[config.mk]
export PLATFORM = sky130hd
export DESIGN_NAME = load_store_address_stage
export DESIGN_NICKNAME = d
export VERILOG_FILES = /design/src/rtl/load_store_address_stage_pkg.sv /design/src/rtl/load_store_address_stage_reg_list_sequencer.sv /design/src/rtl/load_store_address_stage.sv
export SDC_FILE = /design/constraint.sdc
export NUM_CORES = 1
export LEC_CHECK = 0
export BUFFER_PORTS_ARGS = -buffer_cell sky130_fd_sc_hd__buf_2
export CORE_UTILIZATION = 35
export DETAILED_ROUTE_END_ITERATION = 7
export PLACE_DENSITY_LB_ADDON = 0.05
export SYNTH_ARGS = -nofsm -noshare
export SYNTH_HDL_FRONTEND = slang
export SYNTH_SLANG_ARGS = --single-unit
[constraint.sdc]
create_clock -name clk_in -period 9.5 [get_ports clk_in]
set_input_delay 1.425 -clock clk_in [delete_from_list [all_inputs] [get_ports clk_in]]
set_output_delay 1.425 -clock clk_in [all_outputs]
set_load 0.02 [all_outputs]
[src/rtl/load_store_address_stage_pkg.sv]
// Shared encodings for the load/store address stage and its memory-stage control word.
package load_store_address_stage_define;

  localparam int REG_ADDR_W = 4;
  localparam int OFFSET_W   = 12;
  localparam int LIST_W     = 16;
  localparam int LOAD_MUX_W = 3;
  localparam int STR_MUX_W  = 2;
  localparam int WEN_W      = 4;

  typedef enum logic [2:0] {
    OP_LDR = 3'd0,
    OP_STR = 3'd1,
    OP_LDM = 3'd2,
    OP_STM = 3'd3,
    OP_SWP = 3'd4
  } op_e;

  typedef enum logic [2:0] {
    SZ_WORD  = 3'd0,
    SZ_UBYTE = 3'd1,
    SZ_SBYTE = 3'd2,
    SZ_UHALF = 3'd3,
    SZ_SHALF = 3'd4
  } size_e;

  typedef enum logic [1:0] {
    STR_WORD = 2'd0,
    STR_BYTE = 2'd1,
    STR_HALF = 2'd2
  } str_mux_e;

  typedef enum logic [1:0] {
    S_IDLE   = 2'd0,
    S_MULTI  = 2'd1,
    S_SWP_ST = 2'd2
  } state_e;

  // Byte lanes written by a single store of the given size at address offset lo.
  function automatic logic [WEN_W-1:0] store_wen(input logic [2:0] size, input logic [1:0] lo);
    case (size_e'(size))
      SZ_UBYTE, SZ_SBYTE: store_wen = 4'b0001 << lo;
      SZ_UHALF, SZ_SHALF: store_wen = lo[1] ? 4'b1100 : 4'b0011;
      default:            store_wen = 4'b1111;
    endcase
  endfunction

  // Store data replication format for a single store of the given size.
  function automatic logic [STR_MUX_W-1:0] store_mux(input logic [2:0] size);
    case (size_e'(size))
      SZ_UBYTE, SZ_SBYTE: store_mux = STR_BYTE;
      SZ_UHALF, SZ_SHALF: store_mux = STR_HALF;
      default:            store_mux = STR_WORD;
    endcase
  endfunction

endpackage

[src/rtl/load_store_address_stage_reg_list_sequencer.sv]
// Register-list helpers: popcount, lowest set index and clear-lowest over 16 bits.
module reg_list_sequencer (
  input  logic [15:0] list,
  output logic [4:0]  count,
  output logic [3:0]  lowest,
  output logic        any,
  output logic [15:0] cleared
);

  // Population count and priority encode of the lowest set bit.
  always_comb begin
    count  = '0;
    lowest = '0;
    for (int unsigned i = 0; i < 16; i++) begin
      count = count + 5'(list[4'(i)]);
    end
    for (int unsigned i = 16; i > 0; i--) begin
      if (list[4'(i - 1)]) lowest = 4'(i - 1);
    end
    any     = |list;
    cleared = list & (list - 16'd1);
  end

endmodule

[src/rtl/load_store_address_stage.sv]
// Address generation and beat sequencing for LDR/STR, LDM/STM and SWP.
module load_store_address_stage
  import load_store_address_stage_define::*;
#(
  parameter int TAG_W  = 4,
  parameter int DATA_W = 32
) (
  input  logic              clk_in,
  input  logic              reset_in,
  input  logic              issue_valid_in,
  output logic              issue_ready_out,
  input  logic [TAG_W-1:0]  instr_tag_in,
  input  logic [3:0]        rd_addr_in,
  input  logic [3:0]        rn_addr_in,
  input  logic [DATA_W-1:0] rd_data_in,
  input  logic [DATA_W-1:0] rn_data_in,
  input  logic [11:0]       offset_in,
  input  logic [2:0]        op_in,
  input  logic [2:0]        size_in,
  input  logic              p_in,
  input  logic              u_in,
  input  logic              w_in,
  input  logic [15:0]       reg_list_in,
  input  logic              stall_in,
  output logic [TAG_W-1:0]  instr_tag_out,
  output logic [3:0]        rd_addr_out,
  output logic [3:0]        rn_addr_out,
  output logic [DATA_W-1:0] store_rd_data_out,
  output logic [DATA_W-1:0] rn_data_out,
  output logic [DATA_W-1:0] mem_addr_out,
  output logic              swp_ctrl_out,
  output logic [2:0]        ctrl_load_mux_out,
  output logic [1:0]        ctrl_str_mux_out,
  output logic [3:0]        w_en_out,
  output logic              instr_confirmed_out,
  output logic              load_store_multiple_en_out,
  output logic              memory_stage_start_out
);

  state_e state_q, state_d;
  logic        ready_q;
  logic [15:0] list_q, list_d;

  logic [TAG_W-1:0]  tag_d;
  logic [3:0]        rd_addr_d, rn_addr_d, wen_d;
  logic [DATA_W-1:0] sd_d, rn_data_d, addr_d;
  logic              swp_d, conf_d, lsm_d, start_d;
  logic [2:0]        lmux_d;
  logic [1:0]        smux_d;

  logic [15:0] seq_list, seq_cleared;
  logic [4:0]  seq_count;
  logic [3:0]  seq_lowest;
  logic        seq_any;

  logic [DATA_W-1:0] ea, single_addr, n4, multi_wb, multi_start;
  logic              accept;

  // While sequencing, the sequencer walks the remaining list; otherwise it looks at the incoming one.
  assign seq_list = (state_q == S_MULTI) ? list_q : reg_list_in;

  reg_list_sequencer u_seq (
    .list    (seq_list),
    .count   (seq_count),
    .lowest  (seq_lowest),
    .any     (seq_any),
    .cleared (seq_cleared)
  );

  assign issue_ready_out = ready_q && (state_q == S_IDLE) && !stall_in;
  assign accept          = issue_valid_in && issue_ready_out;

  // Address arithmetic for single and multiple transfers.
  always_comb begin
    ea          = u_in ? rn_data_in + DATA_W'(offset_in) : rn_data_in - DATA_W'(offset_in);
    single_addr = p_in ? ea : rn_data_in;
    n4          = DATA_W'({seq_count, 2'b00});
    multi_wb    = u_in ? rn_data_in + n4 : rn_data_in - n4;
    case ({p_in, u_in})
      2'b01:   multi_start = rn_data_in;
      2'b11:   multi_start = rn_data_in + DATA_W'(4);
      2'b00:   multi_start = rn_data_in - n4 + DATA_W'(4);
      default: multi_start = rn_data_in - n4;
    endcase
  end

  // Next-state and next-beat selection; unchanged beat fields hold their previous value.
  always_comb begin
    state_d   = state_q;
    list_d    = list_q;
    tag_d     = instr_tag_out;
    rd_addr_d = rd_addr_out;
    rn_addr_d = rn_addr_out;
    sd_d      = store_rd_data_out;
    rn_data_d = rn_data_out;
    addr_d    = mem_addr_out;
    swp_d     = swp_ctrl_out;
    lmux_d    = ctrl_load_mux_out;
    smux_d    = ctrl_str_mux_out;
    wen_d     = w_en_out;
    conf_d    = instr_confirmed_out;
    lsm_d     = load_store_multiple_en_out;
    start_d   = 1'b0;
    case (state_q)
      S_IDLE: begin
        if (accept) begin
          tag_d     = instr_tag_in;
          rd_addr_d = rd_addr_in;
          rn_addr_d = rn_addr_in;
          sd_d      = rd_data_in;
          case (op_e'(op_in))
            OP_LDR, OP_STR: begin
              addr_d    = single_addr;
              rn_data_d = w_in ? ea : rn_data_in;
              swp_d     = 1'b0;
              lsm_d     = 1'b0;
              conf_d    = 1'b1;
              start_d   = 1'b1;
              if (op_in == OP_STR) begin
                lmux_d = SZ_WORD;
                smux_d = store_mux(size_in);
                wen_d  = store_wen(size_in, single_addr[1:0]);
              end else begin
                lmux_d = size_in;
                smux_d = STR_WORD;
                wen_d  = '0;
              end
            end
            OP_LDM, OP_STM: begin
              // An empty list is consumed silently with no beat.
              if (seq_any) begin
                addr_d    = multi_start;
                rd_addr_d = seq_lowest;
                rn_data_d = w_in ? multi_wb : rn_data_in;
                swp_d     = 1'b0;
                lsm_d     = 1'b1;
                lmux_d    = SZ_WORD;
                smux_d    = STR_WORD;
                wen_d     = (op_in == OP_STM) ? '1 : '0;
                conf_d    = (seq_cleared == '0);
                start_d   = 1'b1;
                list_d    = seq_cleared;
                state_d   = (seq_cleared == '0) ? S_IDLE : S_MULTI;
              end
            end
            OP_SWP: begin
              addr_d    = rn_data_in;
              rn_data_d = rn_data_in;
              swp_d     = 1'b1;
              lsm_d     = 1'b0;
              lmux_d    = SZ_WORD;
              smux_d    = STR_WORD;
              wen_d     = '0;
              conf_d    = 1'b0;
              start_d   = 1'b1;
              state_d   = S_SWP_ST;
            end
            default: ;
          endcase
        end
      end
      S_MULTI: begin
        addr_d    = mem_addr_out + DATA_W'(4);
        rd_addr_d = seq_lowest;
        conf_d    = (seq_cleared == '0);
        start_d   = 1'b1;
        list_d    = seq_cleared;
        state_d   = (seq_cleared == '0) ? S_IDLE : S_MULTI;
      end
      S_SWP_ST: begin
        wen_d   = '1;
        conf_d  = 1'b1;
        start_d = 1'b1;
        state_d = S_IDLE;
      end
      default: state_d = S_IDLE;
    endcase
  end

  // State and registered beat outputs; a stall freezes everything.
  always_ff @(posedge clk_in) begin
    if (!reset_in) begin
      state_q                    <= S_IDLE;
      ready_q                    <= 1'b0;
      list_q                     <= '0;
      instr_tag_out              <= '0;
      rd_addr_out                <= '0;
      rn_addr_out                <= '0;
      store_rd_data_out          <= '0;
      rn_data_out                <= '0;
      mem_addr_out               <= '0;
      swp_ctrl_out               <= 1'b0;
      ctrl_load_mux_out          <= '0;
      ctrl_str_mux_out           <= '0;
      w_en_out                   <= '0;
      instr_confirmed_out        <= 1'b0;
      load_store_multiple_en_out <= 1'b0;
      memory_stage_start_out     <= 1'b0;
    end else begin
      ready_q <= 1'b1;
      if (!stall_in) begin
        state_q                    <= state_d;
        list_q                     <= list_d;
        instr_tag_out              <= tag_d;
        rd_addr_out                <= rd_addr_d;
        rn_addr_out                <= rn_addr_d;
        store_rd_data_out          <= sd_d;
        rn_data_out                <= rn_data_d;
        mem_addr_out               <= addr_d;
        swp_ctrl_out               <= swp_d;
        ctrl_load_mux_out          <= lmux_d;
        ctrl_str_mux_out           <= smux_d;
        w_en_out                   <= wen_d;
        instr_confirmed_out        <= conf_d;
        load_store_multiple_en_out <= lsm_d;
        memory_stage_start_out     <= start_d;
      end
    end
  end

endmodule

==> results of run 1 <==
==> layout make-up <==
cell class | instances | area (µm²) | share of cell area [%]
Clock buffer | 19 | 453 | 2.83
Clock inverter | 13 | 153 | 0.952
Inverter | 70 | 264 | 1.65
Multi-Input combinational cell | 1638 | 10100 | 63.1
Sequential cell | 139 | 2780 | 17.4
Tap cell | 518 | 648 | 4.04
Timing Repair Buffer | 295 | 1620 | 10.1
==> critical path, stage by stage <==
cell	delay [ns]
buf_2	0.11
mux2_2	0.30
ha_1	0.31
fa_1	0.52
fa_1	0.55
inv_1	0.05
fa_1	0.52
inv_1	0.05
fa_1	0.50
fa_1	0.45
inv_1	0.08
fa_1	0.46
inv_1	0.12
ha_1	0.25
or2_2	0.34
a2111o_1	0.51
nand3_1	0.23
o2111ai_1	0.16
and3_1	0.26
or3b_1	0.59
a2111oi_0	0.44
o21bai_1	0.21
mux2i_1	0.25
a21oi_1	0.09
==> per-stage QoR <==
step | setup slack [ns] | hold slack (ns)
final | 1.02 | 0.448
after global routing | 0.529 | 0.472
after CTS | 1.07 | 0.453
after detailed placement | 0.590 | 0.444
after global placement | 0.584 | 0.438
after floorplan | 0.295 | 0.433
==> cells by family after synthesis <==
group | Yosys count
DFF | 139
AOI/OAI and AO/OA | 660
xor gates and xnor gates | 98
buffers and inverters | 207
muxes | 29
adders and majority gates | 77
and+or+nand+nor | 774
==> path summary, 6_finish.rpt <==
kind                   startpoint                    to  slack (ns)
min reg2reg  ctrl_load_mux_out[0]  ctrl_load_mux_out[0]        0.45
min          ctrl_load_mux_out[0]  ctrl_load_mux_out[0]        0.45
max reg2reg            state_q[1]      mem_addr_out[21]        1.24
max                reg_list_in[1]      mem_addr_out[21]        1.02
==> synth_stat cells, types with 11 or more instances <==
cell / number / area [µm²]
a211oi_1: 26 / 195
a21o_1: 27 / 203
a21oi_1: 214 / 1070
a221oi_1: 25 / 219
a22oi_1: 12 / 90.1
a311oi_1: 11 / 96.3
a31oi_1: 30 / 188
and2_1: 15 / 93.8
and3_1: 20 / 125
clkbuf_1: 123 / 462
dfxtp_1: 139 / 2780
fa_1: 13 / 260
ha_1: 64 / 801
inv_1: 66 / 248
mux2i_1: 19 / 190
nand2_1: 255 / 957
nand2b_1: 14 / 87.6
nand3_1: 60 / 300
nand4_1: 30 / 188
nor2_1: 185 / 694
nor2b_1: 14 / 87.6
nor3_1: 82 / 410
nor4_1: 24 / 150
o211ai_1: 18 / 135
o21a_1: 15 / 113
o21ai_0: 149 / 746
o21bai_1: 12 / 90.1
o221ai_1: 12 / 105
o22ai_1: 18 / 113
o31ai_1: 13 / 97.6
or3_1: 15 / 93.8
or4_1: 12 / 90.1
xnor2_1: 71 / 622
xor2_1: 27 / 236
==> power breakdown <==
part / switching [W] / total, W / leakage [nW] / internal [W]
logic: 0.000840 / 0.00130 / 4.87 / 0.000460
registers: 0.0000128 / 0.000613 / 1.13 / 0.000601
clock network: 0.000296 / 0.000702 / 0.294 / 0.000407
==> state kept, by name, summed over array words and instances, names as in the netlist <==
name	count
mem_addr_out	32
rn_data_out	32
store_rd_data_out	32
list_q	15
instr_tag_out	4
rd_addr_out	4
rn_addr_out	4
w_en_out	4
ctrl_load_mux_out	3
ctrl_str_mux_out	2
state_q	2
instr_confirmed_out	1
load_store_multiple_en_out	1
memory_stage_start_out	1
ready_q	1
swp_ctrl_out	1
==> per-layer routing <==
metal  global-route usage, %  share of wire [%]  vias to the layer above
li1                        -                  -                     7631
met1                    46.2                 49                     7504
met2                    40.5                 39                      802
met3                    8.47                 11                       66
met4                    7.55                1.6                        0
met5                       0                  0                        -
==> layout by cell type, fill, tap and decap left out, types with 17 or more instances in the layout <==
cell type / netlist / layout
a211oi_1: 26 / 26
a21o_1: 27 / 27
a21oi_1: 214 / 214
a221oi_1: 25 / 25
a31oi_1: 30 / 30
and3_1: 20 / 20
buf_2: 3 / 238
buf_4: 0 / 57
clkbuf_16: 0 / 17
dfxtp_1: 139 / 139
ha_1: 64 / 63
inv_1: 66 / 66
mux2i_1: 19 / 19
nand2_1: 255 / 255
nand3_1: 60 / 60
nand4_1: 30 / 30
nor2_1: 185 / 182
nor3_1: 82 / 82
nor4_1: 24 / 24
o211ai_1: 18 / 18
o21ai_0: 149 / 147
o22ai_1: 18 / 18
xnor2_1: 71 / 71
xor2_1: 27 / 27
==> results.py, run 1 <==
metrics = {
    "placement": {
        "place_congestion": 0.975,
        "dpl.hpwl_um": 46800,
        "placed_area_mm2": 0.0154,
        "placed_cells": 2660,
        "io_buffers": 238,
    },
    "power": {
        "ir_drop_v": 0.000132,
        "p_total_w": 0.00262,
        "leakage_nw": 6.30,
        "power.density_mw_per_mm2": 163,
    },
    "clocking": {
        "clkSinkCount": 139,
        "h-tree-depth": 4,
        "cts_hold_buf": 0,
        "clk_pin_slew_ns": 0.06,
        "clockRootBuffer": "clkbuf_16",
        "cts_tree": "built",
        "post_cts_buffers": 0,
        "clock_latency_ns": 0.45,
        "cts-resized-gates": 0,
        "cts_buffers": 17,
        "clockBufferDepth": 2,
    },
    "logic_synthesis": {
        "synth_xor_area_share_pct": 6.28,
        "yosys.area_share.simple_pct": 27.0,
        "yosys-mux-area-fraction_pct": 2.22,
        "synth_edf_count": 0,
        "avgSynthCellArea_um2": 6.89,
        "synth.distinct_cells": 83,
        "ys_ff_latch": 139,
        "synth_top_family_by_area": "compound AO/OA/AOI/OAI gates",
        "yosysSeqAreaShare_pct": 20.4,
        "ys_async_sr_fraction_pct": 0,
        "ys.flop_type": "dfxtp_1",
        "synth_cells": 1984,
        "synth_compound_area_share_pct": 30.6,
        "synth_area_mm2": 0.0137,
        "synth_warnings": 0,
        "synth_adder_area_share_pct": 7.77,
        "syn-num-nets": 2178,
    },
    "critical_path": {
        "critical_path_arrival_ns": 8.80,
        "crit_type": "in2reg",
        "worst_ep_required_time_ns": 9.82,
        "critPathLaunchType": "primary input",
        "crit_fanout": 13,
        "r2r_cells": 25,
        "endpoint_kind": "flip-flop",
    },
    "floorplanning": {
        "die_x_um": 200,
        "core_mm2": 0.0386,
        "die_h_um": 200,
        "start_util_pct": 35.4,
        "die_area_mm2": 0.0398,
        "core.rowCount": 72,
        "ios": 239,
    },
    "sta": {
        "clock_skew_ns": 0.0202,
        "tightest_slew_ns": 1.20,
        "setup_viol": 0,
        "tns_ns": 0,
        "drv_slew": 0,
        "period_minus_slack_ns": 8.48,
        "final-hold-violation-count": 0,
        "rsz0062_at_grt": "false",
        "max_slew_margin_pct": 19.1,
        "fin_crit_sh_pct": 89.3,
        "clock.fmax_mhz": 118,
    },
    "global_route": {
        "grt_pass1_vias": 14300,
        "overflow": 0,
        "grt_use_total_pct": 30.3,
        "antenna_found_initial": 0,
        "grt_pass1_wl_um": 90500,
        "grt_max_degree": 63,
    },
    "route": {
        "routed_wl_um": 61600,
        "dr_total_vias": 16000,
        "drtIter0Drc": 1469,
        "dr.pass1.iters": 6,
        "wl_per_cell_um": 22.9,
        "postRouteAntennaNets": 0,
        "vias_per_cell": 5.94,
        "drcViolationCount": 0,
    },
    "finish": {
        "instances_no_fill": 2692,
        "final_cell_area_mm2": 0.0160,
        "drive_gt1_share_pct": 16.9,
        "antenna_cells": 0,
        "areaGrowthSynthToFinish_pct": 17.3,
        "fill_cells": 4171,
        "nNetsFinal": 2355,
        "fin_util_pct": 41.6,
    },
    "status": {
        "status": "complete, no violations",
    },
    "hold_path": {
        "holdPathStages": 2,
        "worstHoldPathType": "reg2reg",
    },
    "flow_run": {
        "cap_violations": 0,
    },
}
Note: power is estimated with default switching activity, not from simulation.
==> run 2, diff against run 1 <==
--- a/config.mk
+++ b/config.mk
@@ -5,9 +5,9 @@
 export SDC_FILE = /design/constraint.sdc
 export NUM_CORES = 1
 export LEC_CHECK = 0
-export BUFFER_PORTS_ARGS = -buffer_cell sky130_fd_sc_hd__buf_2
 export CORE_UTILIZATION = 35
 export DETAILED_ROUTE_END_ITERATION = 7
+export DONT_BUFFER_PORTS = 1
 export PLACE_DENSITY_LB_ADDON = 0.05
 export SYNTH_ARGS = -nofsm -noshare
 export SYNTH_HDL_FRONTEND = slang
==> run 2 against run 1 <==
- non-clock buffer count is 249 lower
- largest power group unchanged
- die area unchanged
- clock power shrank 6.6%
- critical path type unchanged
- total power decreased by 4.7%
- cell count is 9.2% lower
- hold slack improved by 0.0074 ns
- first-iteration DRC count grew 9.7%
- clock-buffer cell count is 1 lower
- maximum frequency is 1.7% lower
- combinational power down 8%
==> results.py, run 2 (same netlist as run 1, synthesis figures left out) <==
metrics = {
    "status": {
        "status": "complete, no violations",
    },
    "global_route": {
        "grt_pass1_wl_um": 88900,
        "grt_max_degree": 87,
        "grt_pass1_vias": 13400,
        "grt_use_total_pct": 29.8,
        "antenna_found_initial": 0,
        "overflow": 0,
    },
    "finish": {
        "areaGrowthSynthToFinish_pct": 7.70,
        "final_common_cell": "nand2_1",
        "final_cell_mix": "nand2_1 (255), a21oi_1 (214), nor2_1 (183), o21ai_0 (147), dfxtp_1 (139)",
        "fin_util_pct": 38.2,
        "drive_gt1_share_pct": 6.13,
        "nNetsFinal": 2106,
        "top_regs": "mem_addr_out (32), rn_data_out (32), store_rd_data_out (32)",
        "antenna_cells": 0,
    },
    "route": {
        "drtIter0Drc": 1612,
        "dr.pass1.iters": 5,
        "wl_per_cell_um": 24.8,
        "vias_per_cell": 6.18,
        "drcViolationCount": 0,
        "routed_wl_um": 60600,
        "postRouteAntennaNets": 0,
        "dr_total_vias": 15100,
    },
    "floorplanning": {
        "start_util_pct": 35.4,
        "die_x_um": 200,
        "die_h_um": 200,
        "die_area_mm2": 0.0398,
        "core.rowCount": 72,
        "ios": 239,
        "core_mm2": 0.0386,
    },
    "sta": {
        "tns_ns": 0,
        "rsz0062_at_grt": "false",
        "whs_ns": 0.455,
        "clock.fmax_mhz": 116,
        "max_slew_margin_pct": 23.8,
        "period_minus_slack_ns": 8.63,
        "tightest_slew_ns": 1.14,
        "drv_slew": 0,
        "fin_crit_sh_pct": 90.8,
        "setup_viol": 0,
        "final-hold-violation-count": 0,
        "clock_skew_ns": 0.0161,
    },
    "clocking": {
        "cts_hold_buf": 0,
        "cts-resized-gates": 0,
        "h-tree-depth": 4,
        "clk_pin_slew_ns": 0.07,
        "clock_latency_ns": 0.45,
        "post_cts_buffers": 0,
        "clockBufferDepth": 2,
        "clkSinkCount": 139,
        "cts_buffers": 17,
        "cts_tree": "built",
        "clockRootBuffer": "clkbuf_16",
    },
    "placement": {
        "place_congestion": 0.953,
        "dpl.hpwl_um": 45300,
        "io_buffers": 0,
    },
    "flow_run": {
        "cap_violations": 0,
    },
    "critical_path": {
        "startpoint": "reg_list_in[1]",
        "critPathLaunchType": "primary input",
        "worstReg2RegStart": "state_q[1]",
        "worst_ep_required_time_ns": 9.83,
        "critical_path_arrival_ns": 8.96,
        "crit_fanout": 11,
        "endpoint_kind": "flip-flop",
        "crit_type": "in2reg",
    },
    "hold_path": {
        "min_from": "list_q[12]",
        "worstHoldPathType": "reg2reg",
    },
    "power": {
        "leakage_nw": 5.10,
        "ir_drop_v": 0.000114,
        "power.density_mw_per_mm2": 169,
    },
}
run 2: cell types whose count changed in the layout (fill, tap and decap cells not counted), sizes merged:
| cell | before | now |
|---|---|---|
| buf | 295 | 46 |
| bufinv | 2 | 0 |
| clkbuf | 19 | 18 |
| clkinv | 6 | 9 |
| clkinvlp | 2 | 3 |
| inv | 73 | 72 |
run 2: power breakdown:
group / internal [W] / switching (W) / total (W) / leakage [nW]
Combinational: 0.000432 / 0.000765 / 0.00120 / 3.70
Clock: 0.000351 / 0.000306 / 0.000656 / 0.272
Sequential: 0.000601 / 0.0000381 / 0.000639 / 1.13
run 2: through the flow:
step           worst slack, ns  instance area (µm²)  total power (W)  std cells
6_report                 0.872                14700          0.00249       2443
5_1_grt                  0.480                14700          0.00265       2443
4_1_cts                  0.924                14700          0.00248       2443
3_5_place_dp             0.435                14100          0.00182       2411
3_3_place_gp             0.447                14100          0.00182       2411
2_1_floorplan            0.295                13700          0.00151       1984
run 2: final cells by class:
type / count / area, µm²
timing repair buffer: 46 / 345
sequential: 139 / 2780
inverter: 70 / 264
fill: 4209 / 23800
clock buffer: 18 / 439
tap: 518 / 648
clock inverter: 14 / 130
multi-input combinational: 1638 / 10100
run 2: worst paths after layout:
path	slack [ns]	to	cells past startpoint
worst min register to register	0.46	list_q[12]	2
worst min-delay path	0.46	list_q[12]	2
worst max-delay path	0.87	mem_addr_out[21]	25
worst max register to register	1.00	mem_addr_out[21]	27
run 2: worst max-delay path: stages:
cell	delay, ns
mux2_2	0.30
ha_1	0.31
fa_1	0.53
fa_1	0.55
inv_1	0.05
fa_1	0.53
inv_1	0.06
fa_1	0.50
fa_1	0.45
inv_1	0.08
fa_1	0.47
inv_1	0.13
ha_1	0.26
or2_2	0.34
a2111oi_2	0.42
buf_4	0.26
or4_1	0.23
and3_1	0.18
a31oi_1	0.22
or2_2	0.38
buf_4	0.19
o311ai_0	0.52
o21bai_1	0.24
mux2i_1	0.23
a21oi_1	0.09
run 2: layer usage:
layer / part of all wire (%) / routed length [µm] / GRT usage (%)
met1: 49 / 29400 / 45.7
met4: 1.2 / 709 / 5.40
met5: 0 / 0 / 0
met3: 11 / 6970 / 9.37
met2: 39 / 23500 / 39.6
==> run 3, diff against run 2 <==
--- a/config.mk
+++ b/config.mk
@@ -5,10 +5,11 @@
 export SDC_FILE = /design/constraint.sdc
 export NUM_CORES = 1
 export LEC_CHECK = 0
+export ABC_CLOCK_PERIOD_IN_PS = 9500
 export CORE_UTILIZATION = 35
 export DETAILED_ROUTE_END_ITERATION = 7
 export DONT_BUFFER_PORTS = 1
-export PLACE_DENSITY_LB_ADDON = 0.05
+export PLACE_DENSITY = 0.56
 export SYNTH_ARGS = -nofsm -noshare
 export SYNTH_HDL_FRONTEND = slang
 export SYNTH_SLANG_ARGS = --single-unit
==> run 3 against run 2 <==
- clock-buffer cell count shrank 1
- maximum frequency is 2.2% higher
- total power fell by 0.19%
- die area unchanged
- combinational power barely moved
- sequential power about the same
- global-route usage fell by 0.66 points
- cell count barely moved
- flip-flop and latch count is the same
- critical path type unchanged
- highest routed layer is now met5
==> results.py, run 3 (same netlist as run 1, synthesis figures left out) <==
metrics = {
    "global_route": {
        "overflow": 0,
        "grt_max_degree": 100,
        "antenna_found_initial": 1,
        "grt_pass1_wl_um": 87100,
        "grt_pass1_vias": 13700,
        "grt_use_total_pct": 29.1,
    },
    "sta": {
        "max_slew_margin_pct": 17.8,
        "final-hold-violation-count": 0,
        "rsz0062_at_grt": "false",
        "fin_crit_sh_pct": 88.9,
        "clock.fmax_mhz": 118,
        "clock_skew_ns": 0.0190,
        "setup_viol": 0,
        "fin_ws_ns": 1.06,
        "tns_ns": 0,
        "period_minus_slack_ns": 8.44,
        "tightest_slew_ns": 1.22,
        "drv_slew": 0,
    },
    "hold_path": {
        "min_from": "list_q[12]",
        "worstHoldPathType": "reg2reg",
        "hold_end": "list_q[12]",
        "holdPathStages": 2,
    },
    "flow_run": {
        "cap_violations": 0,
    },
    "clocking": {
        "clk_pin_slew_ns": 0.07,
        "cts_hold_buf": 0,
        "h-tree-depth": 4,
        "clock_latency_ns": 0.45,
        "clockRootBuffer": "clkbuf_16",
        "clockBufferDepth": 2,
        "cts-resized-gates": 0,
        "post_cts_buffers": 0,
        "clkSinkCount": 139,
        "cts_tree": "built",
        "cts_buffers": 17,
    },
    "critical_path": {
        "critPathLaunchType": "primary input",
        "crit_type": "in2reg",
        "critical_path_arrival_ns": 8.80,
        "worstReg2RegStart": "state_q[1]",
        "worst_ep_required_time_ns": 9.86,
        "r2r_cells": 28,
        "reg2reg_to": "mem_addr_out[28]",
        "slowest_stage": "nor3_1",
        "critPathTopFamily": "adder cells",
        "r2r_slack_ns": 1.16,
        "max_stage_delay_ns": 0.68,
        "crit_top_cell": "fa_1",
        "crit_fanout": 7,
        "endpoint_kind": "flip-flop",
        "critPathBufInv": 4,
    },
    "finish": {
        "fin_util_pct": 38.2,
        "areaGrowthSynthToFinish_pct": 7.95,
        "antenna_cells": 0,
        "final_common_cell": "nand2_1",
        "final_cell_mix": "nand2_1 (255), a21oi_1 (214), nor2_1 (182), o21ai_0 (147), dfxtp_1 (139)",
        "nNetsFinal": 2105,
        "drive_gt1_share_pct": 6.13,
        "top_regs": "mem_addr_out (32), rn_data_out (32), store_rd_data_out (32)",
    },
    "floorplanning": {
        "die_x_um": 200,
        "start_util_pct": 35.4,
        "die_h_um": 200,
        "ios": 239,
        "die_area_mm2": 0.0398,
        "core.rowCount": 72,
        "core_mm2": 0.0386,
    },
    "placement": {
        "dpl.hpwl_um": 44500,
        "pre_cts_ws_ns": 0.686,
        "place_congestion": 1.02,
        "io_buffers": 0,
    },
    "route": {
        "drcViolationCount": 0,
        "wl_per_cell_um": 24.4,
        "dr_total_vias": 15300,
        "routed_wl_um": 59600,
        "postRouteAntennaNets": 0,
        "vias_per_cell": 6.28,
        "drtIter0Drc": 1538,
        "dr.pass1.iters": 6,
    },
    "power": {
        "leakage_nw": 5.12,
        "power.density_mw_per_mm2": 169,
        "ir_drop_v": 0.000126,
    },
    "status": {
        "status": "complete, no violations",
    },
}
[run 3: cell types whose count changed in the layout (fill, tap and decap cells not counted), sizes merged]
cell / delta
clkbuf: -1
inv: +2
buf: -1
clkinvlp: -1
[run 3: cell type report]
class                           instances  area (µm²)
Inverter                               70         264
Tap cell                              518         648
Multi-Input combinational cell       1638       10100
Fill cell                            4122       23800
Clock inverter                         15         174
Sequential cell                       139        2780
Timing Repair Buffer                   45         338
Clock buffer                           17         425
[run 3: tightest hold or removal path, stage by stage (launching register included)]
cell and delay [ns]:
dfxtp_1 0.31, nand2_1 0.05, a21oi_1 0.05
[run 3: power breakdown]
part	total [W]	internal [W]	leakage, nW	switching [W]
registers	0.000639	0.000601	1.13	0.0000386
clock network	0.000672	0.000355	0.287	0.000317
logic	0.00118	0.000430	3.70	0.000747
[run 3: worst max-delay path by stage]
stage,start,to,slack [ns],cells past startpoint
after floorplan,state_q[1],mem_addr_out[22],0.30,33
after global placement,reg_list_in[1],mem_addr_out[24],0.68,25
after detailed placement,reg_list_in[1],mem_addr_out[19],0.69,23
after CTS,reg_list_in[1],mem_addr_out[19],1.15,23
after global routing,reg_list_in[1],mem_addr_out[19],0.68,23
final,reg_list_in[1],mem_addr_out[28],1.06,25
[run 3: metrics by stage]
step                      hold WS [ns]  cells  total power (W)  cell area [µm²]
after floorplan                  0.433   1984          0.00151            13700
after global placement           0.440   2410          0.00179            14100
after detailed placement         0.448   2410          0.00180            14100
after CTS                        0.457   2442          0.00248            14700
after global routing             0.489   2442          0.00264            14700
final                            0.457   2442          0.00249            14700
[run 3: routing by layer]
| metal | wire length [µm] | track usage [%] | vias up |
|---|---|---|---|
| li1 | - | - | 7137 |
| met1 | 26300 | 41.1 | 7202 |
| met2 | 23800 | 40.5 | 894 |
| met3 | 8150 | 11.2 | 89 |
| met4 | 1360 | 7.97 | 2 |
| met5 | 13 | 0 | - |
